**config.mk**
```make
export PLATFORM = sky130hd
export DESIGN_NAME = seq_alu
export DESIGN_NICKNAME = d
export VERILOG_FILES = /design/src/rtl/seq_alu.sv
export SDC_FILE = /design/constraint.sdc
export NUM_CORES = 1
export LEC_CHECK = 0
export BUFFER_PORTS_ARGS = -buffer_cell sky130_fd_sc_hd__buf_2
export CAP_MARGIN = 30
export CORE_MARGIN = 3
export CORE_UTILIZATION = 40
export DETAILED_ROUTE_END_ITERATION = 10
export GPL_TIMING_DRIVEN = 0
export SETUP_SLACK_MARGIN = 0.15
export SYNTH_ARGS = -nofsm -noshare
export SYNTH_HDL_FRONTEND = slang
export SYNTH_SLANG_ARGS = --single-unit
```
**constraint.sdc**
```tcl
create_clock -name clk -period 1.81 [get_ports clk]
set_input_delay 0.362 -clock clk [delete_from_list [all_inputs] [get_ports clk]]
set_output_delay 0.362 -clock clk [all_outputs]
set_load 0.05 [all_outputs]
```
**src/rtl/seq_alu.sv**
```systemverilog
// Registered ALU with valid/ready handshakes on both the operation and result channels.
// Define ALU_MUL_EN to build the iterative unsigned shift-add multiplier (WIDTH cycles).
module seq_alu #(
  parameter int unsigned WIDTH = 32
) (
  input  logic             clk,
  input  logic             reset,
  input  logic             in_valid,
  output logic             in_ready,
  input  logic [WIDTH-1:0] A,
  input  logic [WIDTH-1:0] B,
  input  logic [2:0]       control,
  output logic             out_valid,
  input  logic             out_ready,
  output logic [WIDTH-1:0] out,
  output logic             overflow,
  output logic             carry_out,
  output logic             zero,
  output logic             negative
);

  localparam logic [2:0] OpMul = 3'b000;
  localparam logic [2:0] OpAdd = 3'b010;
  localparam logic [2:0] OpSub = 3'b011;
  localparam logic [2:0] OpAnd = 3'b100;
  localparam logic [2:0] OpOr  = 3'b101;
  localparam logic [2:0] OpNor = 3'b110;
  localparam logic [2:0] OpXor = 3'b111;

`ifdef ALU_MUL_EN
  typedef enum logic [1:0] {StIdle = 2'd0, StBusy = 2'd1, StDone = 2'd2} state_e;
  localparam int unsigned CntW = $clog2(WIDTH + 1);
`else
  typedef enum logic [1:0] {StIdle = 2'd0, StDone = 2'd2} state_e;
`endif

  state_e           state_q;
  logic [WIDTH-1:0] out_q;
  logic             overflow_q, carry_q, zero_q, negative_q;

  logic             accept;
  logic [WIDTH-1:0] b_eff;
  logic [WIDTH:0]   sum;
  logic             add_ovf;
  logic [WIDTH-1:0] res;
  logic             res_ovf, res_cry;

  // Gating with reset keeps in_ready low for the whole time reset is held.
  assign in_ready  = reset & ((state_q == StIdle) | ((state_q == StDone) & out_ready));
  assign accept    = in_valid & in_ready;
  assign out_valid = (state_q == StDone);
  assign out       = out_q;
  assign overflow  = overflow_q;
  assign carry_out = carry_q;
  assign zero      = zero_q;
  assign negative  = negative_q;

  // SUB reuses the adder as A + ~B + 1, so carry out doubles as the no-borrow flag.
  always_comb begin
    b_eff   = (control == OpSub) ? ~B : B;
    sum     = {1'b0, A} + {1'b0, b_eff} + {{WIDTH{1'b0}}, (control == OpSub)};
    add_ovf = (A[WIDTH-1] == b_eff[WIDTH-1]) & (sum[WIDTH-1] != A[WIDTH-1]);
    res     = '0;
    res_ovf = 1'b0;
    res_cry = 1'b0;
    case (control)
      OpAdd, OpSub: begin
        res     = sum[WIDTH-1:0];
        res_ovf = add_ovf;
        res_cry = sum[WIDTH];
      end
      OpAnd:   res = A & B;
      OpOr:    res = A | B;
      OpNor:   res = ~(A | B);
      OpXor:   res = A ^ B;
      default: res = '0;
    endcase
  end

`ifdef ALU_MUL_EN
  logic [2*WIDTH-1:0] mcand_q;
  logic [WIDTH-1:0]   mplier_q;
  logic [2*WIDTH-1:0] acc_q;
  logic [CntW-1:0]    cnt_q;
  logic [2*WIDTH-1:0] acc_nxt;

  assign acc_nxt = acc_q + (mplier_q[0] ? mcand_q : '0);
`endif

  always_ff @(posedge clk or negedge reset) begin
    if (!reset) begin
      state_q    <= StIdle;
      out_q      <= '0;
      overflow_q <= 1'b0;
      carry_q    <= 1'b0;
      zero_q     <= 1'b0;
      negative_q <= 1'b0;
`ifdef ALU_MUL_EN
      mcand_q    <= '0;
      mplier_q   <= '0;
      acc_q      <= '0;
      cnt_q      <= '0;
`endif
    end else if (accept) begin
`ifdef ALU_MUL_EN
      if (control == OpMul) begin
        mcand_q  <= {{WIDTH{1'b0}}, A};
        mplier_q <= B;
        acc_q    <= '0;
        cnt_q    <= CntW'(WIDTH);
        state_q  <= StBusy;
      end else
`endif
      begin
        out_q      <= res;
        overflow_q <= res_ovf;
        carry_q    <= res_cry;
        zero_q     <= (res == '0);
        negative_q <= res[WIDTH-1];
        state_q    <= StDone;
      end
    end else if ((state_q == StDone) && out_ready) begin
      state_q <= StIdle;
`ifdef ALU_MUL_EN
    end else if (state_q == StBusy) begin
      acc_q    <= acc_nxt;
      mcand_q  <= mcand_q << 1;
      mplier_q <= mplier_q >> 1;
      cnt_q    <= cnt_q - 1'b1;
      // Last step: the adder output already holds the full product.
      if (cnt_q == CntW'(1)) begin
        out_q      <= acc_nxt[WIDTH-1:0];
        overflow_q <= |acc_nxt[2*WIDTH-1:WIDTH];
        carry_q    <= 1'b0;
        zero_q     <= (acc_nxt[WIDTH-1:0] == '0);
        negative_q <= acc_nxt[WIDTH-1];
        state_q    <= StDone;
      end
`endif
    end
  end

endmodule

```
---- Yosys cells after proc, flatten, opt, wreduce, memory -nomap -nowiden ----
Index checks and enable logic that the tools add are counted.
word-level totals
  word-level logic and storage cells ...... 38
  bits in registers ....................... 38
  output and inout bits ................... 38
operators by class
  add/sub/neg operators ................... 2
  equal/unequal tests ..................... 9
  muxes and demuxes ....................... 6
  reductions and logical operators ........ 5
  bitwise operators ....................... 10
operator list
  kind                                                  number
  one-hot mux 32 bit (5 select lines)                   1
  NOT 32 bit                                            2
  adder 32 x 32 -> 33 bit                               1
  adder 33 x 1 -> 33 bit                                1
  bitwise AND 32 bit                                    1
  logical NOT 32 bit                                    1
  2-to-1 mux 32 bit                                     1
  OR 32 bit                                             1
  bitwise XOR 32 bit                                    1
  equality test 3 bit (second input constant)           4
  equality test 3 x 2 -> 1 bit (second input constant)  2
  bitwise AND 1 bit                                     4
  2-to-1 mux 2 bit                                      2
  equality test 2 bit (second input constant)           1
  logical NOT 2 bit                                     1
  2-to-1 mux 1 bit                                      2
  nonzero test 2 bit                                    1
  OR reduction 2 bit                                    1
  equality test 1 bit                                   1
  logical AND 1 bit                                     1
  inequality test 1 bit                                 1
  OR 1 bit                                              1

---- Depth between registers and ports, before layout ----
  word-level depth ........................ 7
  gate-level depth with buffers ........... 20
  mapped depth without buffers ............ 14

---- Worst setup path before layout ----
OpenSTA, ideal clock, no wires.
  path type ............................... input to register
  start point ............................. input port control[2]
  end point ............................... register zero_q, in the netlist zero
  cell stages on the path ................. 18
  buffers on the path ..................... 4
  arrival time ............................ 4.137 ns
  slack ................................... -2.404 ns
  library setup time ...................... 0.076 ns
  path through ............................ and2b_4 buf_4 buf_4 buf_4 nand2_1 buf_1 xnor2_1 ha_1 and4b_4 a221oi_4 o2111ai_4 a21oi_4 o31a_4 a31oi_1 xor2_2 a2111oi_2 nand4_1 o21ai_1
on the way
  word-level cells in the longest chain between the ends .. 6
RTL lines
  element                                line        source
  from (decl)                            12          input logic [2:0] control,
  equality test 3 x 2 -> 1 bit           60, 61, 66
  2-to-1 mux 32 bit                      60          b_eff = (control == OpSub) ? ~B : B;
  adder 32 x 32 -> 33 bit                61          sum = {1'b0, A} + {1'b0, b_eff} + {{WIDTH{1'b0}}, (control == OpSub)};
  adder 33 x 1 -> 33 bit                 61
  one-hot mux 32 bit (5 select lines) *  66          case (control)
  logical NOT 32 bit *                   118         zero_q <= (res == '0);
  to (signal assigned)                   118
  to (decl)                              39          logic overflow_q, carry_q, zero_q, negative_q;
Every way passes the cells marked *; elsewhere a longest branch is shown, timed or not.
A chain may end at the register's enable or synchronous reset.

---- Worst setup path after layout ----
Ends and elaborated chain as after synthesis.

==> flow_summary.json <==
{
  "cp_slowest_cell": "fa_2",
  "crit_chain": "buf_8, and2b_4, buf_12, buf_12, buf_12, nand2_8, buf_12, xnor2_4, fa_2, a211oi_4, o211ai_1, nand2_1, buf_6, nand3_2, a311o_1, a32oi_4, nand4b_1, nor4b_2, nand4_1, o21ai_1",
  "p_comb_share_pct": 65.9,
  "cts_sinks": 36,
  "cts.path.max_buffers": 2,
  "fin_area_sq_um": 8680,
  "post-route-drc-count": 0,
  "worstPathArrival_ps": 4000,
  "grt_pass1_vias": 6070,
  "rsz0062_at_grt": "yes",
  "synthesis.area_sq_um": 6190,
  "critPathLaunch": "control[2]",
  "synth_edf_count": 0,
  "p_total_uw": 5540,
  "setup_viol_count_final": 34,
  "vias": 6510,
  "crit_required_ps": 2020,
  "startpoint_type": "input port",
  "drv_cap": 0,
  "yosysMostFrequentCell": "ha_1",
  "hold-worst-slack_ps": 373,
  "p_seq_share_pct": 18.7,
  "timing.slew.headroom_pct": 35.4,
  "yosysSeqAreaShare_pct": 14.5,
  "yosysTopAreaCellShare_pct": 20.0,
  "synthArstFlopShare_pct": 100,
  "place_area_sq_um": 7240,
  "grt_pass1_wl_microns": 33200,
  "p_leak_uw": 0.00414,
  "r2r-end": "zero$_DFFE_PN0P_",
  "avgViaCountPerCell": 5.56,
  "diodes": 0,
  "drive_above_1_share_pct": 35.6,
  "htreeDepth": 2,
  "io_pins": 109,
  "peakVddDrop_v": 0.000340,
  "holdPathStages": 3,
  "grtUsageMet2_pct": 40.6,
  "gr-total-overflow": 0,
  "worst_pin_slew_ps": 966,
  "p_sw_share_pct": 47.3,
  "cts_tree": "built",
  "ys_dominant_reg_cell": "dfrtp_1",
  "clk_pin_slew_ps": 50,
  "status": "complete, but fails checks",
  "rows": 44,
  "p_int_uw": 2920,
  "timing.fmax_mhz": 264,
  "chipHeight_microns": 130,
  "fin_cells": 1170,
  "hpwl_microns": 16500,
  "initial_utilization_pct": 41.7,
  "yosysTopAreaCell": "ha_1",
  "min_period_over_period_pct": 210,
  "cp_max_fo": 6,
  "end_kind": "flop",
  "crit_type": "input port to flop",
  "port_buffers": 107,
  "die_x_microns": 130,
  "cpPeakStageDelay_ps": 410,
  "cellPowerDensity_nw_per_um2": 638,
  "first_pass_iters": 5,
  "use_met1_pct": 36.1,
  "wl_per_cell_microns": 18.6,
  "r2r-start": "state_q[1]$_DFFE_PN0P_",
  "ys_top_cells_by_count": "ha_1 (99), nand2_1 (88), inv_1 (79), a21oi_1 (75), nor2_1 (45)",
  "period_minus_slack_ps": 3790,
  "netSwitchingPower_uw": 2620,
  "grt_max_degree": 39,
  "antenna_found_initial": 0,
  "violations": "setup timing",
  "netlist_top_cells_area": "ha_1 (20%), dfrtp_1 (15%), a21oi_1 (6.1%)",
  "ant_nets": 0,
  "grt_busiest_layer": "met2",
  "numCtsBuffers": 5,
  "syn_to_final_growth_pct": 40.1,
  "layout_setup_ws_ps": -1980,
  "drtIter0Drc": 409,
  "die-area_sq_um": 17000,
  "cp_common_cell": "buf_12",
  "hold_path_class": "input port to flop",
  "syn_inst": 809,
  "pre_cts_ws_ps": -3030,
  "fin_nets": 1156,
  "rrSetupSlack_ps": -760,
  "routed_wl_microns": 21700,
  "clock_latency_ps": 280,
  "synth_nets": 980,
  "ys_ff_latch": 36,
  "ys_types": 82,
  "yosys_warnings": 0,
  "ff2ff_path_depth": 11,
  "place_inst": 1100,
  "clockPowerShare_pct": 15.4,
  "fin_worst_skew_ps": 3.80,
  "post_synth.cell_area_avg_sq_um": 7.66,
  "fp.coreArea_sq_um": 14900,
  "grt_use_total_pct": 25.2,
  "hold_viol": 0,
  "gp_congestion": 0.940,
  "slew_viol_final": 0,
  "cts-root-buf": "clkbuf_16",
  "grt_util_met3_pct": 1.95,
  "setup.worst_path.end": "zero$_DFFE_PN0P_"
}
==> power groups by stage <==
stage                     sequential (uW)  clock [uW]  combinational, uW
after floorplan                      1580           0               1640
after global placement               1050           0               2940
after detailed placement             1050           0               2950
after CTS                            1040         864               3440
after global routing                 1060         890               3920
final                                1040         851               3650
==> logic make-up after synthesis <==
logic type               after synthesis  synth area share [%]
adder cells (fa/ha/maj)              100                  20.3
buffers and inverters                126                  8.68
flip-flops                            36                  14.5
XOR/XNOR                              45                  6.48
AND/OR/NAND/NOR                      224                  17.6
multiplexers                          37                  6.06
AO/OA/AOI/OAI                        241                  26.3
==> area by class of cell <==
type | count | area, sq um
multi-input combinational | 647 | 5610
clock buffer | 8 | 146
inverter | 80 | 300
buffer | 46 | 379
timing repair buffer | 169 | 1110
tap | 184 | 230
sequential | 36 | 902
fill | 1367 | 6190
==> worst min-delay path by stage <==
stage / end / start
after floorplan: carry_out$_DFFE_PN0P_ / reset
after global placement: out[12]$_DFFE_PN0P_ / out[12]$_DFFE_PN0P_
after detailed placement: out[0]$_DFFE_PN0P_ / out[0]$_DFFE_PN0P_
after CTS: out[2]$_DFFE_PN0P_ / reset
after global routing: state_q[1]$_DFFE_PN0P_ / out_ready
final: state_q[1]$_DFFE_PN0P_ / out_ready
==> worst max-delay path: cells and delay by family <==
family / cells / cell delay (ps)
compound gates: 5 / 1170
xor+xnor: 1 / 140
fa+ha+maj: 1 / 410
buf+inv: 6 / 690
simple gates: 7 / 1220
==> per-layer routing <==
layer	vias up	wire [microns]	part of all wire, %
met2	213	9760	45
li1	3228	-	-
met3	30	1350	6.2
met5	-	0	0
met4	0	439	2.0
met1	3039	10200	47
==> metrics by stage <==
| step | TNS, ps | utilization [%] |
|---|---|---|
| global placement | -70770 | 48.7 |
| detailed placement | -70020 | 48.7 |
| global route | -48710 | 58.4 |
| floorplan | -42230 | - |
| finish | -44780 | 58.4 |
| CTS | -43560 | 56.2 |
==> flip-flops by register name, indices dropped and copies added (netlist names) <==
name and count:
overflow 1, carry_out 1, zero 1, out 32, state_q 1
==> repair_timing <==
action | CTS | global route
setup endpoints to repair | 37 | 37
pin swaps | 69 | 50
hold buffers | 0 | 2
gates cloned | 2 | 0
setup buffers | 47 | 11
hold endpoints to repair | 0 | 15
resized for setup | 115 | 47
==> placed cells by master, fill, tap and decap left out, types with 14 or more instances in the layout <==
| cell type | instances |
|---|---|
| o21ai_0 | 17 |
| buf_2 | 114 |
| a21oi_1 | 53 |
| nand2_1 | 83 |
| nor2_1 | 41 |
| inv_1 | 79 |
| nand4_1 | 14 |
| buf_6 | 16 |
| o21ai_1 | 20 |
| dfrtp_1 | 35 |
| ha_1 | 90 |
| mux2i_1 | 28 |
| a21oi_2 | 18 |
| nor2b_1 | 19 |
| buf_4 | 53 |
| a211oi_1 | 20 |
| xnor2_1 | 28 |
Power figures use the tool's default switching activity.
